## config.mk

```make
export PLATFORM = sky130hd
export DESIGN_NAME = mem_access_ctrl_flat
export DESIGN_NICKNAME = d
export VERILOG_FILES = /design/src/rtl/mem_access_ctrl_pkg.sv /design/src/rtl/mem_access_ctrl_if.sv /design/src/rtl/mem_lat_counter.sv /design/src/rtl/mem_access_ctrl.sv /design/src/flat_wrapper.sv
export SDC_FILE = /design/constraint.sdc
export NUM_CORES = 1
export LEC_CHECK = 0
export ABC_AREA = 1
export ABC_CLOCK_PERIOD_IN_PS = 1500
export CAP_MARGIN = 20
export CORE_UTILIZATION = 38
export CTS_CLUSTER_SIZE = 8
export DETAILED_ROUTE_END_ITERATION = 12
export MAX_ROUTING_LAYER = met4
export PLACE_DENSITY = 0.81
export SLEW_MARGIN = 0
export SYNTH_ARGS = -nofsm -noshare
export SYNTH_HDL_FRONTEND = slang
export SYNTH_SLANG_ARGS = --single-unit
export TNS_END_PERCENT = 100
```

## constraint.sdc

```tcl
create_clock -name clk -period 1.5 [get_ports clk]
set_clock_uncertainty 0.15 [all_clocks]
set_input_delay 0.225 -clock clk [delete_from_list [all_inputs] [get_ports clk]]
set_output_delay 0.225 -clock clk [all_outputs]
set_load 0.01 [all_outputs]
```

## src/rtl/mem_access_ctrl_pkg.sv

```systemverilog
// Shared pipeline package for the memory-stage access controller.
// Holds the FSM state encoding, the default access latency, bus widths
// and the registered-request record used by mem_access_ctrl.
package mem_access_ctrl_pkg;

  localparam int ADDR_W          = 16;
  localparam int DATA_W          = 16;
  localparam int DEFAULT_LATENCY = 4;
  // Wide enough for LATENCY-1 with LATENCY up to 15.
  localparam int CNT_W           = 4;

  // FSM encoding is kept as plain 2-bit constants so that legacy blocks
  // which compare raw state bits continue to line up.
  typedef logic [1:0] state_t;
  localparam state_t IDLE = 2'd0;
  localparam state_t BUSY = 2'd1;
  localparam state_t DONE = 2'd2;

  // Request as captured in the acceptance cycle.
  typedef struct packed {
    logic              wr;
    logic [ADDR_W-1:0] addr;
    logic [DATA_W-1:0] wdata;
  } req_t;

endpackage : mem_access_ctrl_pkg

```

## src/rtl/mem_access_ctrl_if.sv

```systemverilog
// Pipeline/memory bus bundle for mem_access_ctrl.
// slave  : the controller (takes requests, drives the memory port).
// master : the surrounding pipeline + memory model.
interface mem_access_ctrl_if;
  import mem_access_ctrl_pkg::*;

  // Pipeline side
  logic              req_rd;
  logic              req_wr;
  logic [ADDR_W-1:0] req_addr;
  logic [DATA_W-1:0] req_wdata;
  logic              halt;
  logic              stall;
  logic              done;
  logic [DATA_W-1:0] rdata;
  logic              err;

  // Memory side
  logic              mem_en;
  logic              mem_wr;
  logic [ADDR_W-1:0] mem_addr;
  logic [DATA_W-1:0] mem_wdata;
  logic [DATA_W-1:0] mem_rdata;
  logic              createdump;

  modport slave (
    input  req_rd, req_wr, req_addr, req_wdata, halt, mem_rdata,
    output stall, done, rdata, err,
    output mem_en, mem_wr, mem_addr, mem_wdata, createdump
  );

  modport master (
    output req_rd, req_wr, req_addr, req_wdata, halt, mem_rdata,
    input  stall, done, rdata, err,
    input  mem_en, mem_wr, mem_addr, mem_wdata, createdump
  );

endinterface : mem_access_ctrl_if

```

## src/rtl/mem_lat_counter.sv

```systemverilog
// Memory-latency down-counter: loads a start value, counts down by one
// while enabled and flags zero. Saturates at zero.
module mem_lat_counter
  import mem_access_ctrl_pkg::*;
(
  input  logic             clk,
  input  logic             rst,
  input  logic             i_load,
  input  logic [CNT_W-1:0] i_load_val,
  input  logic             i_dec,
  output logic             o_zero
);

  logic [CNT_W-1:0] r_count;

  // Load has priority over decrement; count never wraps below zero.
  // NOTE: sequential state uses non-blocking (<=) so every flop samples
  // pre-edge values; blocking here would create order-dependent races.
  always_ff @(posedge clk or negedge rst) begin
    if (!rst) begin
      r_count <= '0;
    end else if (i_load) begin
      r_count <= i_load_val;
    end else if (i_dec && (r_count != '0)) begin
      r_count <= r_count - 1'b1;
    end
  end

  assign o_zero = (r_count == '0);

endmodule : mem_lat_counter

```

## src/rtl/mem_access_ctrl.sv

```systemverilog
// Memory-stage access controller: turns single-cycle read/write requests
// from the pipeline into a LATENCY-cycle memory access, stalling upstream
// stages until a one-cycle done pulse.
// Optional feature: define MEM_ACCESS_ALIGN_EN to reject odd byte
// addresses with a one-cycle err+done pulse and no memory access.
// LATENCY legal range: 1..15.
module mem_access_ctrl
  import mem_access_ctrl_pkg::*;
#(
  parameter int LATENCY = DEFAULT_LATENCY
) (
  input  logic               clk,
  input  logic               rst,
  mem_access_ctrl_if.slave   bus
);

  localparam logic [CNT_W-1:0] LOAD_VAL = CNT_W'(LATENCY - 1);

  state_t            r_state;
  state_t            w_next_state;
  req_t              r_req;
  logic [DATA_W-1:0] r_rdata;

  logic w_idle;
  logic w_busy;
  logic w_accept;
  logic w_misaligned;
  logic w_cnt_zero;

  assign w_idle   = (r_state == IDLE);
  assign w_busy   = (r_state == BUSY);
  // Write wins when both request strobes are high (handled by r_req.wr).
  assign w_accept = w_idle & (bus.req_rd | bus.req_wr) & ~bus.halt;

`ifdef MEM_ACCESS_ALIGN_EN
  logic r_err;

  assign w_misaligned = bus.req_addr[0];

  // Remember whether the accepted request was rejected for alignment.
  always_ff @(posedge clk or negedge rst) begin
    if (!rst) begin
      r_err <= 1'b0;
    end else if (w_accept) begin
      r_err <= w_misaligned;
    end
  end

  assign bus.err = (r_state == DONE) & r_err;
`else
  assign w_misaligned = 1'b0;
  assign bus.err      = 1'b0;
`endif

  // Latency counter: loaded on an aligned acceptance, counts BUSY cycles.
  mem_lat_counter u_lat_counter (
    .clk        (clk),
    .rst        (rst),
    .i_load     (w_accept & ~w_misaligned),
    .i_load_val (LOAD_VAL),
    .i_dec      (w_busy),
    .o_zero     (w_cnt_zero)
  );

  // Next-state logic for IDLE -> BUSY -> DONE -> IDLE.
  // NOTE: the default assignment at the top keeps this purely
  // combinational; without it a missed branch would infer a latch.
  always_comb begin
    w_next_state = r_state;
    case (r_state)
      IDLE:    if (w_accept) w_next_state = w_misaligned ? DONE : BUSY;
      BUSY:    if (w_cnt_zero) w_next_state = DONE;
      DONE:    w_next_state = IDLE;
      default: w_next_state = IDLE;
    endcase
  end

  // State register; reset aborts any in-flight access.
  always_ff @(posedge clk or negedge rst) begin
    if (!rst) begin
      r_state <= IDLE;
    end else begin
      r_state <= w_next_state;
    end
  end

  // Capture the request in the acceptance cycle; held through BUSY.
  always_ff @(posedge clk or negedge rst) begin
    if (!rst) begin
      r_req <= '0;
    end else if (w_accept) begin
      r_req.wr    <= bus.req_wr;
      r_req.addr  <= bus.req_addr;
      r_req.wdata <= bus.req_wdata;
    end
  end

  // Read data is latched on the last BUSY cycle of a read only.
  always_ff @(posedge clk or negedge rst) begin
    if (!rst) begin
      r_rdata <= '0;
    end else if (w_busy && w_cnt_zero && !r_req.wr) begin
      r_rdata <= bus.mem_rdata;
    end
  end

  // Memory port: driven from registered values, enabled only in BUSY.
  assign bus.mem_en    = w_busy;
  assign bus.mem_wr    = w_busy & r_req.wr;
  assign bus.mem_addr  = r_req.addr;
  assign bus.mem_wdata = r_req.wdata;

  // Pipeline outputs. stall and createdump depend on live inputs, so they
  // are also qualified by rst to read 0 the instant reset asserts.
  assign bus.stall      = rst & (w_accept | w_busy);
  assign bus.done       = (r_state == DONE);
  assign bus.rdata      = r_rdata;
  assign bus.createdump = rst & bus.halt & w_idle;

endmodule : mem_access_ctrl
```

## src/flat_wrapper.sv

```systemverilog
// flat-port wrapper written by rule: the top's interface ports become plain ports
module mem_access_ctrl_flat import mem_access_ctrl_pkg::*;
#(
  parameter int LATENCY = DEFAULT_LATENCY
)
  (clk, rst, bus_req_rd, bus_req_wr, bus_req_addr, bus_req_wdata, bus_halt, bus_mem_rdata, bus_stall, bus_done, bus_rdata, bus_err, bus_mem_en, bus_mem_wr, bus_mem_addr, bus_mem_wdata, bus_createdump);
  mem_access_ctrl_if bus_i ();
  input  logic clk;
  input  logic rst;
  input wire logic [$bits(bus_i.req_rd)-1:0] bus_req_rd;
  input wire logic [$bits(bus_i.req_wr)-1:0] bus_req_wr;
  input wire logic [$bits(bus_i.req_addr)-1:0] bus_req_addr;
  input wire logic [$bits(bus_i.req_wdata)-1:0] bus_req_wdata;
  input wire logic [$bits(bus_i.halt)-1:0] bus_halt;
  input wire logic [$bits(bus_i.mem_rdata)-1:0] bus_mem_rdata;
  output wire logic [$bits(bus_i.stall)-1:0] bus_stall;
  output wire logic [$bits(bus_i.done)-1:0] bus_done;
  output wire logic [$bits(bus_i.rdata)-1:0] bus_rdata;
  output wire logic [$bits(bus_i.err)-1:0] bus_err;
  output wire logic [$bits(bus_i.mem_en)-1:0] bus_mem_en;
  output wire logic [$bits(bus_i.mem_wr)-1:0] bus_mem_wr;
  output wire logic [$bits(bus_i.mem_addr)-1:0] bus_mem_addr;
  output wire logic [$bits(bus_i.mem_wdata)-1:0] bus_mem_wdata;
  output wire logic [$bits(bus_i.createdump)-1:0] bus_createdump;
  assign bus_i.req_rd = bus_req_rd;
  assign bus_i.req_wr = bus_req_wr;
  assign bus_i.req_addr = bus_req_addr;
  assign bus_i.req_wdata = bus_req_wdata;
  assign bus_i.halt = bus_halt;
  assign bus_i.mem_rdata = bus_mem_rdata;
  assign bus_stall = bus_i.stall;
  assign bus_done = bus_i.done;
  assign bus_rdata = bus_i.rdata;
  assign bus_err = bus_i.err;
  assign bus_mem_en = bus_i.mem_en;
  assign bus_mem_wr = bus_i.mem_wr;
  assign bus_mem_addr = bus_i.mem_addr;
  assign bus_mem_wdata = bus_i.mem_wdata;
  assign bus_createdump = bus_i.createdump;
  mem_access_ctrl #(.LATENCY(LATENCY)) u_core (.clk(clk), .rst(rst), .bus(bus_i));
endmodule
```

* Word level (Yosys, flattened, before mapping)
Cells that the tools add are included.
** Word-level totals
- Logic and storage cells :: 34
- Register bits :: 55
- Output and inout bits :: 54
- Input port bits :: 53
** Operators by class
- Equal/unequal tests :: 4
- Bitwise logic cells :: 9
- Mux-type cells :: 5
- Reductions and logical operators :: 9
- $add $sub $neg :: 1
** Operators by type and width (count)
- $mux W4 :: 2
- $and A1 B1 Y1 :: 6
- $logic_not A4 Y1 :: 1
- $mux W2 :: 2
- $pmux W2 S2 :: 1
- $reduce_bool A4 Y1 :: 1
- $sub A4 B1 Y4 const B :: 1
- $logic_and A1 B1 Y1 :: 3
- $eq A2 B1 Y1 const B :: 1
- $eq A2 B2 Y1 const B :: 1
- $logic_not A2 Y1 :: 1
- $ne A2 B1 Y1 const B :: 1
- $ne A2 B2 Y1 const B :: 1
- $or A1 B1 Y1 :: 2
- $reduce_and A2 Y1 :: 1
- $reduce_bool A2 Y1 :: 1
- $logic_not A1 Y1 :: 1
- $not A1 Y1 :: 1

* Depth between registers and ports, before layout
Gate-level depths: netlist of run 1.
- Depth after elaboration :: 5
- Mapped depth :: 8
- Mapped depth without buffers :: 8

* Cells and area by module
Synthesis of run 1 repeated with hierarchy kept, for this count alone.
** Second synthesis, totals
- Cell total of the unflattened synthesis :: 315
- Area, all modules :: 2738.9 µm²
** Modules (own cells, without submodules)
- mem_access_ctrl :: sequential area each 1276.2 µm², times used 1, cells an instance 269, area an instance 2443.6 µm²
- mem_lat_counter :: sequential area each 100.1 µm², times used 1, cells an instance 46, area an instance 295.3 µm²

* Least setup slack after synthesis of run 1
No wires, ideal clock.
- Path kind :: register to register
- From :: reg u_core.u_lat_counter.r_count[0]
- To :: reg u_core.r_rdata[10] (netlist: u_core.bus.rdata[10])
- Data required time :: 1.233 ns
- Library setup time :: 0.117 ns
- Arrival time :: 1.202 ns
- Stages on the path, launching flop included :: 9
- Period minus slack after synthesis :: 1.469 ns
- Buffers on the path :: 1
- Path slack :: 0.031 ns
- Cells stage by stage :: dfrtp_1 inv_1 ha_1 nand2_2 nor2_8 nand2_4 buf_6 nand2_1 nand2_1
** Between the ends
- Cells in the longest elaborated chain, start to end :: 3
** Ends and longest elaborated chain
- start, declared :: RTL line mem_lat_counter.sv:14 : logic [CNT_W-1:0] r_count;
- start signal, assigned :: RTL line mem_lat_counter.sv:23 : r_count <= i_load_val;
- start signal, assigned :: RTL line mem_lat_counter.sv:25 : r_count <= r_count - 1'b1;
- $logic_not A4 Y1 :: RTL line mem_lat_counter.sv:29 : assign o_zero = (r_count == '0);
- $logic_and A1 B1 Y1 (2 in a row) :: RTL line mem_access_ctrl.sv:102 : end else if (w_busy && w_cnt_zero && !r_req.wr) begin
- end signal, assigned :: RTL line mem_access_ctrl.sv:103 : r_rdata <= bus.mem_rdata;
- end, declared :: RTL line mem_access_ctrl.sv:22 : logic [DATA_W-1:0] r_rdata;
Every way passes these cells.
A chain may end at the register's enable or synchronous reset.

* Final worst setup path of run 1
- From :: reg u_core.r_state[1]
- To :: out bus_stall
** Between the ends
- Cells in the longest elaborated chain, start to end :: 5
- Elaborated cells on any way between the ends :: 6
- Those cells by class :: eq/ne: 1; bitwise: 4; reduce/logical: 1
** Ends and longest elaborated chain
- start, declared :: RTL line mem_access_ctrl.sv:19 : state_t r_state;
- start signal, assigned :: RTL line mem_access_ctrl.sv:83 : r_state <= w_next_state;
- $logic_not A2 Y1 :: RTL line mem_access_ctrl.sv:30 : assign w_idle = (r_state == IDLE);
- $and A1 B1 Y1 (2 in a row) :: RTL line mem_access_ctrl.sv:33 : assign w_accept = w_idle & (bus.req_rd | bus.req_wr) & ~bus.halt;
- $or A1 B1 Y1 * :: RTL line mem_access_ctrl.sv:115 : assign bus.stall = rst & (w_accept | w_busy);
- $and A1 B1 Y1 * :: RTL line mem_access_ctrl.sv:115
- end, declared :: RTL line flat_wrapper.sv:16 : output wire logic [$bits(bus_i.stall)-1:0] bus_stall;
Mark *: on every way between the ends. The rest lies on a longest branch, timed or not.

==> reports/results.ini, run 1 <==
[status]
outcome=finished, violations left
violations=negative setup slack

[clock_tree]
clkSinkCount=55
ctsHtreeMaxLevel=2
cts.root.buffer_cell=sky130_fd_sc_hd__clkbuf_8
cts_inserted_buffers=5
clk_pin_slew_worst_paths_ns=0.09
clock_insertion_delay_worst_skew_ns=0.30
cts_tree=yes
cts_max_path_buffers=2

[sta]
setup_slack_ns=-0.101
number_of_hold_violations_in_the_final_report=0
measured_slew_at_the_worst_slew_check_pin_ns=0.678
post_route_hold_slack_ns=0.315
maxSlewViolCount=0
min_period_over_period=1.07
slew_headroom=0.548
min_period_ns=1.60
peak_clock_frequency_supported_by_timing_ghz=0.625
setup_viol=5
setup_tns_ns=-0.203
rsz0062_at_grt=true

[job]
total_of_max_cap_violations=0

[final_layout]
drive_gt1_frac=0.127
final_cells=454
layout.core_utilization=0.569
layout_commonest_cell=sky130_fd_sc_hd__nand2_1
register_area_um2=1380
final_nets=433
areaGrowthSynthToFinish_pct=43.1
mostFrequentLayoutCells=74 x sky130_fd_sc_hd__nand2_1, 55 x sky130_fd_sc_hd__dfrtp_1, 51 x sky130_fd_sc_hd__clkdlybuf4s50_1, 48 x sky130_fd_sc_hd__dlygate4sd2_1, 39 x sky130_fd_sc_hd__inv_1
antenna_diodes=0
layout.filler_cells=579
multi_input_comb_area_um2=782

[route]
antenna_violating_nets_post_route=0
via_count=2026
initialDrtViolationCount=77
remaining_drc_errors=0
vias_cell=4.46
wl_mm=5.32
firstDrtPassIters=4
routed_wire_length_per_instance_um=11.7

[worst_setup_path]
timing.critical_path.required_ns=1.12
cp_slowest_cell=sky130_fd_sc_hd__dfrtp_1
crit_end=bus_stall
criticalPathCategory=flop to output pin
crit_path_max_incr_delay_ns=0.44
worstPathCellList=nor2_2 > nand3_2 > a21oi_2 > buf_2
cp.arrival_ns=1.23
crit-reg2reg-launch=u_core.r_state[0]$_DFFE_PN0P_
reg2reg_slack_ns=0.04
end_kind=output pin
path_max_fanout=3
cp-startpoint=u_core.r_state[1]$_DFFE_PN0P_
worst_r2r_endpoint=u_core.r_state[1]$_DFFE_PN0P_
cp-start-kind=flop
timing.reg2reg.worst_path_depth=7

[place]
place.gp.congestion=0.701
io_buffer_count=105
place_hpwl_mm=3.70
dpl.cell_count=438

[synthesis]
ff_latch_count_synth=55
synth_sequential_area_ratio=0.542
syn_area_per_cell_um2=8.75
netlist_area_pre_place_um2=2540
ys_warn_count=0
postSynthNetCount=345
synth-adder-area-share=0.00986
post_synth_and_or_nand_nor_area_fraction=0.188
synthMuxAreaShare=0
synth_cell_type_count=23
synth-compound-area-share=0.0710
syn-instance-count=290
synth_top_family_by_area=simple AND/OR/NAND/NOR gates
synth_top_cell_area_share=0.542
synth.largest_area_cell=sky130_fd_sc_hd__dfrtp_1
synthXorXnorAreaFrac=0.00345
top_post_synthesis_cells_by_area=sky130_fd_sc_hd__dfrtp_1 54%, sky130_fd_sc_hd__nand2_1 11%, sky130_fd_sc_hd__buf_4 9.8%

[floorplan]
placementRows=29
start_util=0.397
fp.dieArea_um2=7010
die-width_um=83.7
die-height_um=83.7
ioPinCount=107
core-area_um2=6390

[power]
power.static_leakage_nw=1.94
vdd_drop_max_uv=1060
finalPower_mw=6.58
p_per_area_nw_per_um2=1810

[grt]
grt_start_max_net_pins=56
grt_pass1_vias=1948
grt_first_pass_wirelength_mm=8.58
grtUsageTotal=0.157
globalRoute.totalOverflow=0
antenna_violations_before_repair=0

[min_path]
hold_path_class=input port to flop

## report_power, final
part / switching, mW / internal (mW) / leakage [nW]
combinational: 1.71 / 1.54 / 1.23
sequential: 0.389 / 2.19 / 0.679
clock: 0.439 / 0.313 / 0.0371
total: 2.54 / 4.05 / 1.94
## sequential cells by signal, summed over array words and instances, names as in the netlist
name,flops
u_core.bus.rdata,16
u_core.u_lat_counter.r_count,4
u_core.bus.mem_addr,16
u_core.bus.mem_wdata,16
u_core.r_req,1
u_core.r_state,2
## timing repair
| action | 4_1_cts | 5_1_grt |
|---|---|---|
| resized for setup | 71 | 25 |
| hold buffers | 1 | 0 |
| pin swaps | 3 | 5 |
| cloned | 0 | 1 |
| buffers inserted | 1 | 7 |
| hold endpoints to repair | 55 | 0 |
| endpoints found under the setup margin | 57 | 44 |
## worst min path at each step
stage / from / end / slack, ns / cells after the start
6_report: bus_req_wdata[1] / u_core.bus.mem_wdata[1]$_DFFE_PN0P_ / 0.32 / 3
5_1_grt: bus_req_addr[13] / u_core.bus.mem_addr[13]$_DFFE_PN0P_ / 0.32 / 3
4_1_cts: bus_req_wdata[1] / u_core.bus.mem_wdata[1]$_DFFE_PN0P_ / 0.32 / 3
3_5_place_dp: rst / u_core.bus.mem_addr[13]$_DFFE_PN0P_ / 0.28 / 2
3_3_place_gp: rst / u_core.bus.mem_addr[13]$_DFFE_PN0P_ / 0.27 / 2
2_1_floorplan: rst / u_core.bus.mem_addr[0]$_DFFE_PN0P_ / -0.22 / 0
## final cells by class
type,instances,share of cell area
Clock buffer,6,0.0200
Inverter,43,0.0445
Multi-Input combinational cell,150,0.215
Sequential cell,55,0.379
Tap cell,77,0.0265
Timing Repair Buffer,123,0.315
## metal layers
metal | GRT usage | vias to the layer above | share of wire
met3 | 0.0396 | 7 | 0.052
met2 | 0.265 | 66 | 0.49
met1 | 0.189 | 923 | 0.44
met4 | 0.0370 | 0 | 0.0096
met5 | - | - | 0
li1 | - | 1030 | -
## stage by stage
stage / cell area [um2] / setup WS [ns]
final: 3630 / -0.101
after global routing: 3630 / -0.184
after CTS: 3470 / -0.0842
after detailed placement: 3460 / -0.509
after global placement: 3460 / -0.480
after floorplan: 2540 / 0.0308
## cells in the mapped netlist
cell and count:
sky130_fd_sc_hd__nand3_1 19, sky130_fd_sc_hd__nand2_2 3, sky130_fd_sc_hd__clkbuf_1 5, sky130_fd_sc_hd__xor2_1 1
sky130_fd_sc_hd__dfrtp_1 55, sky130_fd_sc_hd__conb_1 1, sky130_fd_sc_hd__nor2_8 1, sky130_fd_sc_hd__nor2_1 4
sky130_fd_sc_hd__nand2_4 1, sky130_fd_sc_hd__inv_1 42, sky130_fd_sc_hd__nor4_1 1, sky130_fd_sc_hd__buf_4 33
sky130_fd_sc_hd__buf_6 2, sky130_fd_sc_hd__clkinv_1 1, sky130_fd_sc_hd__nor2_2 1, sky130_fd_sc_hd__nand2_1 77
sky130_fd_sc_hd__nand4_1 1, sky130_fd_sc_hd__ha_1 2, sky130_fd_sc_hd__o21ai_0 26, sky130_fd_sc_hd__nand3_2 1
sky130_fd_sc_hd__o21ai_1 8, sky130_fd_sc_hd__a21oi_1 2, sky130_fd_sc_hd__buf_2 3
## worst max-delay path: cells and delay by family (launching register included)
| family | cells | cell delay, ns |
|---|---|---|
| AOI/OAI and AO/OA | 1 | 0.14 |
| buffers and inverters | 1 | 0.13 |
| DFF | 1 | 0.44 |
| and+or+nand+nor | 2 | 0.22 |
## kinds of logic (layout without fill, tap and decap cells)
group           after synthesis  after routing
flops                        55             55
xor+xnor                      1              1
other cells                   1              1
fa+ha+maj                     2              2
compound gates               36             36
simple gates                109            110
buf+inv                      86            172
Power figures use the tool's default switching activity.
==> run 2: changes to the inputs <==
--- a/config.mk
+++ b/config.mk
@@ -13,6 +13,7 @@
 export DETAILED_ROUTE_END_ITERATION = 12
 export MAX_ROUTING_LAYER = met4
 export PLACE_DENSITY = 0.81
+export REMOVE_ABC_BUFFERS = 1
 export SLEW_MARGIN = 0
 export SYNTH_ARGS = -nofsm -noshare
 export SYNTH_HDL_FRONTEND = slang
==> reports/results.ini, run 2 (same netlist as run 1, synthesis figures left out) <==
[status]
outcome=finished, violations left
violations=negative setup slack

[worst_setup_path]
crit_path_max_incr_delay_ns=0.46  ; +0.02 ns
path_max_fanout=3  ; unchanged
end_kind=output pin
timing.reg2reg.worst_path_depth=7  ; unchanged
cp-start-kind=flop
crit_end=bus_createdump
crit-reg2reg-launch=u_core.r_state[1]$_DFFE_PN0P_
cp.arrival_ns=1.21  ; -0.02 ns
timing.critical_path.required_ns=1.12  ; about the same
worstPathCellList=buf_4 > nor4_2 > buf_2
worst_r2r_endpoint=u_core.bus.mem_wdata[3]$_DFFE_PN0P_
crit_cells=3  ; -1
timing.critical_path.max_delay_family=flip-flops
cp_slowest_cell=sky130_fd_sc_hd__dfrtp_2
reg2reg_slack_ns=-0.03  ; -0.07 ns
cp-startpoint=u_core.r_state[0]$_DFFE_PN0P_
criticalPathCategory=flop to output pin
cp_num_buf_inv=2  ; +1

[final_layout]
antenna_diodes=0  ; unchanged
layout.core_utilization=0.590  ; +0.0217
layout_commonest_cell=sky130_fd_sc_hd__nand2_1
mostFrequentLayoutCells=74 x sky130_fd_sc_hd__nand2_1, 53 x sky130_fd_sc_hd__dfrtp_1, 51 x sky130_fd_sc_hd__clkdlybuf4s50_1, 48 x sky130_fd_sc_hd__dlygate4sd2_1, 38 x sky130_fd_sc_hd__inv_1
areaGrowthSynthToFinish_pct=48.6
register_area_um2=1380  ; +0.18%
layout.filler_cells=574  ; -0.86%
drive_gt1_frac=0.160  ; +0.0324
final_nets=436  ; +0.69%
multi_input_comb_area_um2=801  ; +2.4%
layout.cell_area.non_filler_um2=3770  ; +3.8%

[clock_tree]
cts_tree=yes
clkSinkCount=55  ; unchanged
clk_pin_slew_worst_paths_ns=0.10  ; about the same
clock_insertion_delay_worst_skew_ns=0.31  ; about the same
ctsHtreeMaxLevel=2  ; unchanged
cts_inserted_buffers=5  ; unchanged
cts.root.buffer_cell=sky130_fd_sc_hd__clkbuf_8
cts_max_path_buffers=2  ; unchanged

[grt]
grtUsageTotal=0.170  ; +0.0132
antenna_violations_before_repair=0  ; unchanged
global_route.usage.met2=0.276  ; +0.0103
layer_with_the_highest_usage_after_global_routing=met2
grt_first_pass_wirelength_mm=9.39  ; +9.5%
grt_start_max_net_pins=56  ; unchanged
globalRoute.totalOverflow=0  ; unchanged
grt_pass1_vias=1996  ; +2.5%
groute.layer.met3.usage=0.0445  ; +0.00495
globalRouteMet1Util=0.216  ; +0.0267

[floorplan]
start_util=0.397  ; unchanged
die-height_um=83.7  ; unchanged
fp.dieArea_um2=7010  ; unchanged
ioPinCount=107  ; unchanged
core-area_um2=6390  ; unchanged
placementRows=29  ; unchanged
die-width_um=83.7  ; unchanged

[place]
place_hpwl_mm=3.76  ; +1.6%
place.gp.congestion=0.730  ; +4.1%
post-place-ws_ns=-0.414  ; +0.0947 ns
dpl-instance-area_um2=3470  ; +0.29%
io_buffer_count=105  ; unchanged

[power]
finalPower_mw=7.04  ; +6.9%
power.static_leakage_nw=2.01  ; +3.6%
vdd_drop_max_uv=1030  ; -2.9%
p_per_area_nw_per_um2=1870  ; +3.0%

[route]
firstDrtPassIters=4  ; unchanged
routed_wire_length_per_instance_um=12.8  ; +9.2%
initialDrtViolationCount=69  ; -10%
via_count=2056  ; +1.5%
wl_mm=5.88  ; +10%
vias_cell=4.48  ; +0.38%
remaining_drc_errors=0  ; unchanged
antenna_violating_nets_post_route=0  ; unchanged

[sta]
slew_headroom=0.549  ; +0.000572
setup_viol=12  ; +7
min_period_over_period=1.06  ; -0.0100
min_period_ns=1.59  ; -0.0151 ns
number_of_hold_violations_in_the_final_report=0  ; unchanged
maxSlewViolCount=0  ; unchanged
peak_clock_frequency_supported_by_timing_ghz=0.631  ; +0.95%
post_route_hold_slack_ns=0.297  ; -0.0185 ns
rsz0062_at_grt=true
measured_slew_at_the_worst_slew_check_pin_ns=0.677  ; -0.000857 ns
setup_slack_ns=-0.0856  ; +0.0151 ns

[job]
total_of_max_cap_violations=0  ; unchanged

[min_path]
hold_path_class=input port to flop

run 2: area by class of cell:
type,count,share of cell area
Clock buffer,6,0.0192
Clock inverter,2,0.0103
Inverter,43,0.0428
Multi-Input combinational cell,150,0.212
Sequential cell,55,0.366
Tap cell,77,0.0256
Timing Repair Buffer,126,0.324
run 2: power by group:
part           total (mW)  switching, mW  internal [mW]  leakage (nW)
combinational        3.43           1.79           1.64          1.28
sequential           2.62          0.428           2.19         0.676
clock               0.981          0.476          0.505        0.0558
total                7.04           2.70           4.34          2.01
run 2: worst min-delay path, cell delays in order:
cell	delay [ns]
sky130_fd_sc_hd__clkdlybuf4s50_1	0.40
sky130_fd_sc_hd__inv_1	0.05
sky130_fd_sc_hd__o21ai_1	0.06
run 2: worst min path at each step:
| stage | slack [ns] | depth (start not counted) | from | endpoint |
|---|---|---|---|---|
| after global placement | 0.25 | 2 | rst | u_core.bus.rdata[13]$_DFFE_PN0P_ |
| after detailed placement | 0.27 | 2 | rst | u_core.bus.rdata[13]$_DFFE_PN0P_ |
| after CTS | 0.29 | 3 | bus_req_wdata[0] | u_core.bus.mem_wdata[0]$_DFFE_PN0P_ |
| after floorplan | -0.22 | 0 | rst | u_core.bus.mem_addr[0]$_DFFE_PN0P_ |
| final | 0.30 | 3 | bus_req_wdata[6] | u_core.bus.mem_wdata[6]$_DFFE_PN0P_ |
| after global routing | 0.30 | 3 | bus_req_addr[3] | u_core.bus.mem_addr[3]$_DFFE_PN0P_ |
run 2: repair_timing:
item / in CTS / in global routing
pin swaps: 4 / 5
gates cloned: 0 / 4
setup endpoints to repair: 65 / 33
buffers inserted: 1 / 4
endpoints found under the hold margin: 55 / 0
hold buffers: 1 / 0
resized for setup: 75 / 47
run 2: metal layers:
layer	vias up	routed length, um
met5	-	0
met4	0	42
met3	5	390
met2	78	2840
met1	936	2600
li1	1037	-
run 2: stage by stage:
| step | cells | TNS [ns] |
|---|---|---|
| final | 459 | -0.289 |
| after floorplan | 247 | -11.97 |
| after global routing | 459 | -2.29 |
| after detailed placement | 441 | -9.39 |
| after global placement | 441 | -7.83 |
| after CTS | 451 | -0.221 |
